<file path="config.mk">
export PLATFORM = sky130hd
export DESIGN_NAME = cw_byte_packer
export DESIGN_NICKNAME = d
export VERILOG_FILES = /design/src/rtl/cw_byte_packer.sv
export SDC_FILE = /design/constraint.sdc
export NUM_CORES = 1
export LEC_CHECK = 0
export ABC_AREA = 1
export CORE_AREA = 3 3 81 141
export DETAILED_ROUTE_END_ITERATION = 7
export DIE_AREA = 0 0 84 144
export PLACE_DENSITY = 0.75
export SLEW_MARGIN = 20
export SYNTH_ARGS = -nofsm -noshare
export SYNTH_HDL_FRONTEND = slang
export SYNTH_SLANG_ARGS = --single-unit
</file>
<file path="constraint.sdc">
create_clock -name clk -period 2.5 [get_ports clk]
set_clock_uncertainty 0.1 [all_clocks]
set_input_delay 0.5 -clock clk [delete_from_list [all_inputs] [get_ports clk]]
set_output_delay 0.5 -clock clk [all_outputs]
set_load 0.01 [all_outputs]
</file>
<file path="src/rtl/cw_byte_packer.sv">
// Repacks constant-weight codewords into an MSB-first byte stream with a small
// {last,byte} FIFO, zero padding of the final byte and sticky overflow reporting.
`timescale 1ns/1ps

module cw_byte_packer #(
  parameter int CW_W       = 20,
  parameter int ACC_W      = 32,
  parameter int FIFO_DEPTH = 4
) (
  input  logic            clk,
  input  logic            rst,
  input  logic            start,
  input  logic [CW_W-1:0] cw_in,
  input  logic            cw_rdy,
  input  logic            cw_done,
  output logic [7:0]      byte_out,
  output logic            byte_valid,
  input  logic            byte_ready,
  output logic            byte_last,
  output logic            busy,
  output logic            frame_done,
  output logic            overflow,
  output logic [7:0]      cw_count
);

  // state   | meaning
  // IDLE    | waiting for start
  // COLLECT | appending codewords, extracting whole bytes
  // FLUSH   | encoder done; emptying acc, padding the tail byte
  // DRAIN   | last byte queued; waiting for it to be popped
  typedef enum logic [1:0] {S_IDLE, S_COLLECT, S_FLUSH, S_DRAIN} state_t;

  localparam int CNT_W  = $clog2(ACC_W + 1);
  localparam int PTR_W  = (FIFO_DEPTH > 1) ? $clog2(FIFO_DEPTH) : 1;
  localparam int FCNT_W = $clog2(FIFO_DEPTH + 1);
  localparam logic [CNT_W-1:0]  BYTE_BITS = CNT_W'(8);
  localparam logic [CNT_W-1:0]  CW_BITS   = CNT_W'(CW_W);
  localparam logic [CNT_W-1:0]  ROOM      = CNT_W'(ACC_W - CW_W);
  localparam logic [FCNT_W-1:0] FIFO_FULL = FCNT_W'(FIFO_DEPTH);

  state_t             state;
  logic [ACC_W-1:0]   acc;
  logic [CNT_W-1:0]   cnt;
  logic [8:0]         mem [FIFO_DEPTH];
  logic [PTR_W-1:0]   wr_ptr, rd_ptr;
  logic [FCNT_W-1:0]  fifo_cnt;

  logic               pop, space, in_frame, ext, pad, push, push_last, take, fits;
  logic [7:0]         push_byte;
  logic [CNT_W-1:0]   cnt_x, cnt_n;
  logic [ACC_W-1:0]   acc_x, acc_n, cw_al;
  logic [PTR_W-1:0]   rd_nx;
  logic [FCNT_W-1:0]  fifo_rem, fifo_cnt_n;
  logic [8:0]         head_n;

  assign byte_valid = (fifo_cnt != '0);
  assign busy       = (state != S_IDLE);
  assign cw_al      = {cw_in, {(ACC_W-CW_W){1'b0}}};

  always_comb begin
    pop       = byte_valid && byte_ready;
    space     = (fifo_cnt != FIFO_FULL) || pop;
    in_frame  = (state == S_COLLECT) || (state == S_FLUSH);
    ext       = in_frame && (cnt >= BYTE_BITS) && space;
    // bits below cnt are always zero, so the top byte is already padded
    pad       = (state == S_FLUSH) && (cnt < BYTE_BITS) && space;
    push      = ext || pad;
    push_byte = acc[ACC_W-1 -: 8];
    push_last = (state == S_FLUSH) && (pad || (cnt == BYTE_BITS));
    cnt_x     = ext ? (cnt - BYTE_BITS) : cnt;
    acc_x     = ext ? (acc << 8) : acc;
    take      = (state == S_COLLECT) && cw_rdy;
    fits      = (cnt_x <= ROOM);
    acc_n     = acc_x;
    cnt_n     = cnt_x;
    if (pad) begin
      acc_n = '0;
      cnt_n = '0;
    end else if (take && fits) begin
      acc_n = acc_x | (cw_al >> cnt_x);
      cnt_n = cnt_x + CW_BITS;
    end
    rd_nx      = rd_ptr + PTR_W'(pop);
    fifo_rem   = fifo_cnt - FCNT_W'(pop);
    fifo_cnt_n = fifo_rem + FCNT_W'(push);
    // next head comes from storage unless the FIFO is about to run dry
    head_n     = (fifo_rem != '0) ? mem[rd_nx] : {push_last, push_byte};
  end

  always_ff @(posedge clk) begin
    if (push) mem[wr_ptr] <= {push_last, push_byte};
  end

  always_ff @(posedge clk) begin
    if (rst) begin
      state      <= S_IDLE;
      acc        <= '0;
      cnt        <= '0;
      wr_ptr     <= '0;
      rd_ptr     <= '0;
      fifo_cnt   <= '0;
      byte_out   <= '0;
      byte_last  <= 1'b0;
      frame_done <= 1'b0;
      overflow   <= 1'b0;
      cw_count   <= '0;
    end else begin
      frame_done <= 1'b0;
      acc        <= acc_n;
      cnt        <= cnt_n;
      rd_ptr     <= rd_nx;
      fifo_cnt   <= fifo_cnt_n;
      if (push) wr_ptr <= wr_ptr + PTR_W'(1);
      if (fifo_cnt_n != '0) {byte_last, byte_out} <= head_n;
      else                  byte_last <= 1'b0;
      if (take && fits && (cw_count != 8'hFF)) cw_count <= cw_count + 8'd1;
      if (take && !fits) overflow <= 1'b1;

      case (state)
        S_IDLE: if (start) begin
          state    <= S_COLLECT;
          acc      <= '0;
          cnt      <= '0;
          cw_count <= '0;
          overflow <= 1'b0;
        end
        S_COLLECT: if (cw_done) state <= S_FLUSH;
        S_FLUSH:   if (push && push_last) state <= S_DRAIN;
        S_DRAIN: if (pop && byte_last) begin
          state      <= S_IDLE;
          frame_done <= 1'b1;
        end
        default: state <= S_IDLE;
      endcase
    end
  end

endmodule

</file>
==> run summary, run 1 <==
Logic synthesis
• **Cells after Synth** 736
• **main combinational cell family by area after synthesis** simple AND/OR/NAND/NOR gates
• **Simple-Gate Fraction of Synth Area** 30.56%
• **top cell type's share of synthesized area** 24.28%
• **Synth Warn #** 0
• **top cells by area, synth** dfxtp_1 (24%), edfxtp_1 (20%), nand2_1 (13%), nand3_1 (9.9%), a21oi_1 (5.1%)
• **share of async-settable or async-resettable flops after synthesis** 0%
• **count of flip-flops with a built-in enable after synthesis** 36
• **post-synthesis share of cell area spent on full adders, half adders and majority gates** 3.909%
• **dominant synthesized flop cell** dfxtp_1
• **number of nets in the synthesized netlist** 779
• **share of the synthesized netlist area taken by xor and xnor gates** 0.6438%
• **fraction of the mapped netlist area in compound gates** 12.09%
• **distinct cell type count after synthesis** 31
• **post-synthesis sequential area ratio** 44.15%
• **multiplexer area fraction after synthesis** 1.656%
• **cell type with the largest total area after synthesis** dfxtp_1
• **number of storage elements in the synthesis netlist** 102
• **mean area per synthesized cell** 7.393 µm²
• **mapped cell area** 5441 µm²

Pwr
• **Gate power share** 56.2%
• **portion of total power attributed to sequential cells** 27.6%
• **static leakage** 2.767 nW
• **Clk network pwr share** 16.2%
• **power per cell area** 1265 nW/µm²
• **post-layout total power** 0.008512 W
• **internal portion of total power** 0.004965 W
• **Net Switching** 0.003547 W
• **maximum vdd drop** 0.001683 V
• **Sw Ratio** 41.67%

Floorplan
• **initial core utilization** 52.52%
• **number of I/O pins** 47
• **floorplan die area** 12100 µm²
• **floorplan core area** 10360 µm²
• **die outline width** 84 µm
• **overall die height** 144 µm
• **num rows** 49

Setup path
• **required arrival time at the worst endpoint** 2660 ps
• **nature of the critical path endpoint** flop
• **maximum fanout encountered on the critical timing path** 8
• **Worst Setup Path Type** in2reg
• **crit path cell chain** clkdlybuf4s50_1 > nor2_2 > nand2_4 > nand4_1 > nand2_2 > ha_1 > o21ai_2 > nand3_2 > nor3_4 > buf_6 > clkbuf_16 > nor2_1 > nor3_1
• **master of the slowest instance on the critical path** clkdlybuf4s50_1
• **arrival time reported for the critical path endpoint** 2570 ps
• **crit-path max cell delay** 430 ps
• **Startpoint Class** input port

Placed design
• **placement-stage cell area** 6279 µm²
• **estimated wirelength of the detail-placed design** 9.864 mm
• **RD Place Congestion** 0.8890
• **number of buffers inserted by port buffering** 46

Global route
• **global-route wire length before repair** 21.53 mm
• **via count of the first global-routing pass** 4840
• **total global routing overflow** 0
• **largest net degree at the start of global routing** 39
• **global router's overall resource usage** 21.63%
• **antenna violations before repair** 0

Drt
• **Total Wirelength** 13.27 mm
• **routed len/inst** 14.19 µm
• **number of DRC markers in iteration 0** 304
• **residual antenna-violating net count after detailed routing** 0
• **number of vias after detailed routing** 5130
• **Vias per Instance** 5.487
• **final routed DRC violation total** 0
• **number of search-and-repair iterations in the first detailed-routing pass** 5

Layout
• **total non-filler cell area in the finished layout** 6729 µm²
• **net count reported at finish** 846
• **most frequent cells in the layout** nand2_1 (191), nand3_1 (105), dfxtp_1 (66)
• **synthesis-to-finish area growth** 23.66%
• **ratio of cells with drive above 1 in the final layout** 10.89%
• **antenna diode count** 0
• **commonest non-fill, non-tap cell in the layout** nand2_1

STA
• **Min Clock Period, post-route** 2411 ps
• **Worst slew margin** 49.68%
• **hold violation count in the final report** 0
• **worst slew pin tran** 752.1 ps
• **total of endpoints with negative setup slack in the final report** 0
• **final worst hold slack** 365.1 ps
• **summed negative setup slack over all endpoints** 0 ps
• **max frequency** 414.8 MHz
• **Final period util** 96.42%
• **Final Max Tran Viols** 0

Clock tree
• **TritonCTS clock tree** done
• **Clock Tree Buf Depth** 2
• **count of H-tree levels built during CTS** 3
• **Worst-Skew Late Latency** 340 ps
• **sink count of the clock tree** 102
• **number of buffers created by CTS** 9
• **clk root buf** clkbuf_16
• **Worst-path clk slew** 70 ps

Status
• **result of the run** finished, final reports clean

Worst hold path
• **Min-Delay Path Class** reg2reg

Job
• **max-cap violations** 0

timing repair:
item / 4_1_cts / 5_1_grt
hold buffers: 0 / 0
endpoints found under the hold margin: 0 / 0
gates resized for setup: 0 / 26
setup buffers: 0 / 3
setup endpoints to repair: 0 / 58
cell type report:
type	instances	area, µm²
fill	922	3632
multi-input combinational	540	2736
inverter	57	214.0
timing repair buffer	93	925.9
tap	127	158.9
clock buffer	11	232.7
sequential	102	2402
clock inverter	5	58.81
power by group through the flow:
stage	combinational [W]	clock [W]	sequential (W)
floorplan	0.00278	0	0.00235
global placement	0.00430	0	0.00235
detailed placement	0.00445	0	0.00238
CTS	0.00450	0.00140	0.00235
global route	0.00535	0.00146	0.00239
finish	0.00478	0.00138	0.00235
critical path: cells and delay by family:
family                     cells  cell delay, ps
AOI/OAI and AO/OA              1              70
adders and majority gates      1             210
buffers and inverters          3             740
and+or+nand+nor                8            1040
cells by family after synthesis:
group,Yosys count
compound gates,123
xor+xnor,4
fa+ha+maj,17
buf+inv,94
flops,102
mux,9
simple gates,387
layer usage:
layer,global-route usage (%),vias up,wire [µm]
met5,0,-,0
met4,11.10,0,525
met3,2.566,35,380
met2,42.13,122,7268
met1,22.45,2364,5092
li1,-,2609,-
worst paths after layout:
check        cells past startpoint                       end  slack [ps]                   start
max                             13         cnt[3]$_SDFF_PP0_          90              byte_ready
min                              2         acc[1]$_SDFF_PP0_         370       acc[1]$_SDFF_PP0_
max reg2reg                     11  byte_out[3]$_SDFFE_PP0N_         150  fifo_cnt[1]$_SDFF_PP0_
min reg2reg                      2         acc[1]$_SDFF_PP0_         370       acc[1]$_SDFF_PP0_
state kept, by name (all words and copies together), names as in the netlist:
signal and cells:
mem 36, acc 32, byte_out 8, cw_count 8
cnt 6, fifo_cnt 3, rd_ptr 2, state 2
wr_ptr 2, byte_last 1, frame_done 1, overflow 1
per-stage QoR:
step	utilization, %	instances	setup slack (ps)
floorplan	-	736	100.2
global placement	60.60	914	-190.2
CTS	63.41	930	11.44
detailed placement	60.60	914	-309.6
finish	64.94	935	89.44
global route	64.94	935	-27.50
Yosys cell counts (2+ instances only):
| library cell | count |
|---|---|
| o21ai_0 | 46 |
| a31oi_1 | 9 |
| xor2_1 | 2 |
| buf_2 | 16 |
| a22oi_1 | 8 |
| mux2i_1 | 9 |
| clkinv_1 | 3 |
| ha_1 | 17 |
| a21oi_1 | 55 |
| buf_1 | 5 |
| dfxtp_1 | 66 |
| nand2_2 | 4 |
| edfxtp_1 | 36 |
| nand2_1 | 191 |
| inv_1 | 51 |
| nor2_1 | 65 |
| nor3_2 | 2 |
| buf_4 | 2 |
| inv_2 | 3 |
| or2_2 | 2 |
| nand4_1 | 8 |
| nand3_1 | 108 |
| nor3_1 | 5 |
| o211ai_1 | 2 |
| xnor2_1 | 2 |
| clkbuf_1 | 14 |
No activity file was read; power rests on OpenSTA's default activity.
==> inputs of run 2 (changes only) <==
CORE_AREA = 3 3 78 135   (was 3 3 81 141)
DIE_AREA = 0 0 81 138   (was 0 0 84 144)
PLACE_DENSITY = 0.78   (was 0.75)
clock period = 2.6 ns   (was 2.5 ns; I/O delays follow)
==> run 2 against run 1 <==
Global-route usage rose by 1.9 points. Largest cell class unchanged. Register-to-register slack barely moved. Critical path depth did not move. Flip-flop and latch count did not move. First-iteration DRC count fell by 17%. Sequential power fell by 3%. Sequential share of layout area rose by 0.55 points. Final cell count fell by 1.1%. Largest power group unchanged. Critical endpoint is now acc[20]$_SDFF_PP0_. Combinational power fell by 7.9%. Non-clock buffer count fell by 5. Highest routed layer unchanged. Count of clock-buffer cells in the layout rose by 1. Core utilization rose by 4.7 points.
==> run summary, run 2 (synthesis results as in run 1) <==
Layout
• **count of fill cells added during filler insertion** 800
• **register with the highest flop count** mem
• **antenna diode count** 0
• **ratio of cells with drive above 1 in the final layout** 10.09%
• **net count reported at finish** 841
• **commonest non-fill, non-tap cell in the layout** nand2_1
• **most frequent cells in the layout** nand2_1 (191), nand3_1 (105), nor2_1 (65), dfxtp_1 (65)
• **biggest regs** mem x36, acc x32
• **synthesis-to-finish area growth** 21.84%
• **max FFs per register** 36

Setup path
• **flop-to-flop setup slack** 160 ps
• **number of cell instances on the worst register-to-register path** 13
• **start of the worst register-to-register path** state[0]$_SDFFE_PP0P_
• **maximum fanout encountered on the critical timing path** 8
• **Startpoint Class** flop
• **nature of the critical path endpoint** flop
• **Worst Setup Path Type** reg2reg
• **required arrival time at the worst endpoint** 2760 ps
• **arrival time reported for the critical path endpoint** 2610 ps
• **Crit Reg-Reg Endpoint** acc[20]$_SDFF_PP0_

Floorplan
• **die outline width** 81 µm
• **num rows** 47
• **initial core utilization** 57.12%
• **floorplan core area** 9527 µm²
• **number of I/O pins** 47
• **floorplan die area** 11180 µm²
• **overall die height** 138 µm

Worst hold path
• **Min-Delay Path Class** reg2reg
• **endpoint of the worst hold path** acc[3]$_SDFF_PP0_
• **startpoint of the worst hold path** acc[3]$_SDFF_PP0_
• **Hold Crit Depth** 2

STA
• **Worst slew margin** 46.26%
• **Final period util** 93.93%
• **total of endpoints with negative setup slack in the final report** 0
• **hold violation count in the final report** 0
• **max frequency** 409.5 MHz
• **Min Clock Period, post-route** 2442 ps
• **summed negative setup slack over all endpoints** 0 ps
• **Final Max Tran Viols** 0
• **worst slew pin tran** 803.1 ps

Global route
• **global-route wire length before repair** 21.29 mm
• **via count of the first global-routing pass** 4769
• **largest net degree at the start of global routing** 39
• **antenna violations before repair** 0
• **total global routing overflow** 0
• **global router's overall resource usage** 23.48%

Placed design
• **number of buffers inserted by port buffering** 46
• **estimated wirelength of the detail-placed design** 9.757 mm
• **RD Place Congestion** 0.9192

Drt
• **Vias per Instance** 5.634
• **number of DRC markers in iteration 0** 251
• **routed len/inst** 14.66 µm
• **number of vias after detailed routing** 5211
• **final routed DRC violation total** 0
• **residual antenna-violating net count after detailed routing** 0
• **Total Wirelength** 13.56 mm
• **number of search-and-repair iterations in the first detailed-routing pass** 5

Clock tree
• **count of H-tree levels built during CTS** 3
• **clk root buf** clkbuf_16
• **CTS Hold Buffers Added** 0
• **number of buffers created by CTS** 9
• **Worst-path clk slew** 70 ps
• **Clock Tree Buf Depth** 2
• **TritonCTS clock tree** done
• **sink count of the clock tree** 102
• **Worst-Skew Late Latency** 340 ps

Pwr
• **maximum vdd drop** 0.001317 V
• **post-layout total power** 0.007882 W
• **power per cell area** 1189 nW/µm²
• **static leakage** 2.720 nW

Status
• **result of the run** finished, final reports clean

Job
• **max-cap violations** 0

## run 2: cell type report
type	count	area, µm²	share of cell area, %
Clock inverter	4	26.28	0.3963
Multi-Input combinational cell	540	2721	41.05
Sequential cell	102	2404	36.25
Tap cell	122	152.6	2.302
Timing Repair Buffer	88	875.8	13.21
Inverter	57	214.0	3.227
Clock buffer	12	236.5	3.567
## run 2: worst max-delay path, stage by stage (launching register included)
cell	delay (ps)
dfxtp_2	360
inv_1	100
ha_4	320
nand2_1	70
nand2_1	110
nand2_2	70
ha_2	180
o21ai_0	70
nand3_1	150
nor3_4	260
buf_6	180
clkbuf_16	160
nand3_1	70
a21oi_1	170
## run 2: per-stage QoR
stage | std cells | worst slack, ps | utilization [%] | instance area [µm²] | hold WS (ps)
global placement | 904 | -102.9 | 65.18 | 6210 | 349.8
detailed placement | 904 | -303.4 | 65.18 | 6210 | 359.4
global route | 925 | -57.22 | 69.60 | 6630 | 395.7
finish | 925 | 157.8 | 69.60 | 6630 | 367.9
CTS | 920 | 61.76 | 67.94 | 6472 | 368.6
floorplan | 736 | 200.2 | - | 5441 | 342.2
## run 2: worst max-delay path by stage
stage,from,to,depth (start not counted)
detailed placement,byte_ready,byte_out[2]$_SDFFE_PP0N_,11
finish,state[0]$_SDFFE_PP0P_,acc[20]$_SDFF_PP0_,13
global route,state[1]$_SDFFE_PP0P_,acc[20]$_SDFF_PP0_,13
CTS,byte_ready,byte_out[2]$_SDFFE_PP0N_,11
floorplan,state[0]$_SDFFE_PP0P_,byte_out[6]$_SDFFE_PP0N_,11
global placement,byte_ready,byte_out[4]$_SDFFE_PP0N_,11
## run 2: metal layers
metal / up-vias / GRT usage [%] / share of wire (%)
met4: 0 / 10.69 / 4.8
met1: 2411 / 25.15 / 37
met5: - / 0 / 0
met3: 44 / 3.776 / 4.1
li1: 2600 / - / -
met2: 156 / 43.26 / 54
## run 2: power breakdown
group / total, W / internal, W / switching, W
clock network: 0.00122 / 0.000649 / 0.000571
logic: 0.00440 / 0.00178 / 0.00262
registers: 0.00227 / 0.00207 / 0.000194
## run 2: timing repair
item,CTS,global route
resized for setup,0,18
endpoints found under the setup margin,0,59
buffers inserted,0,2
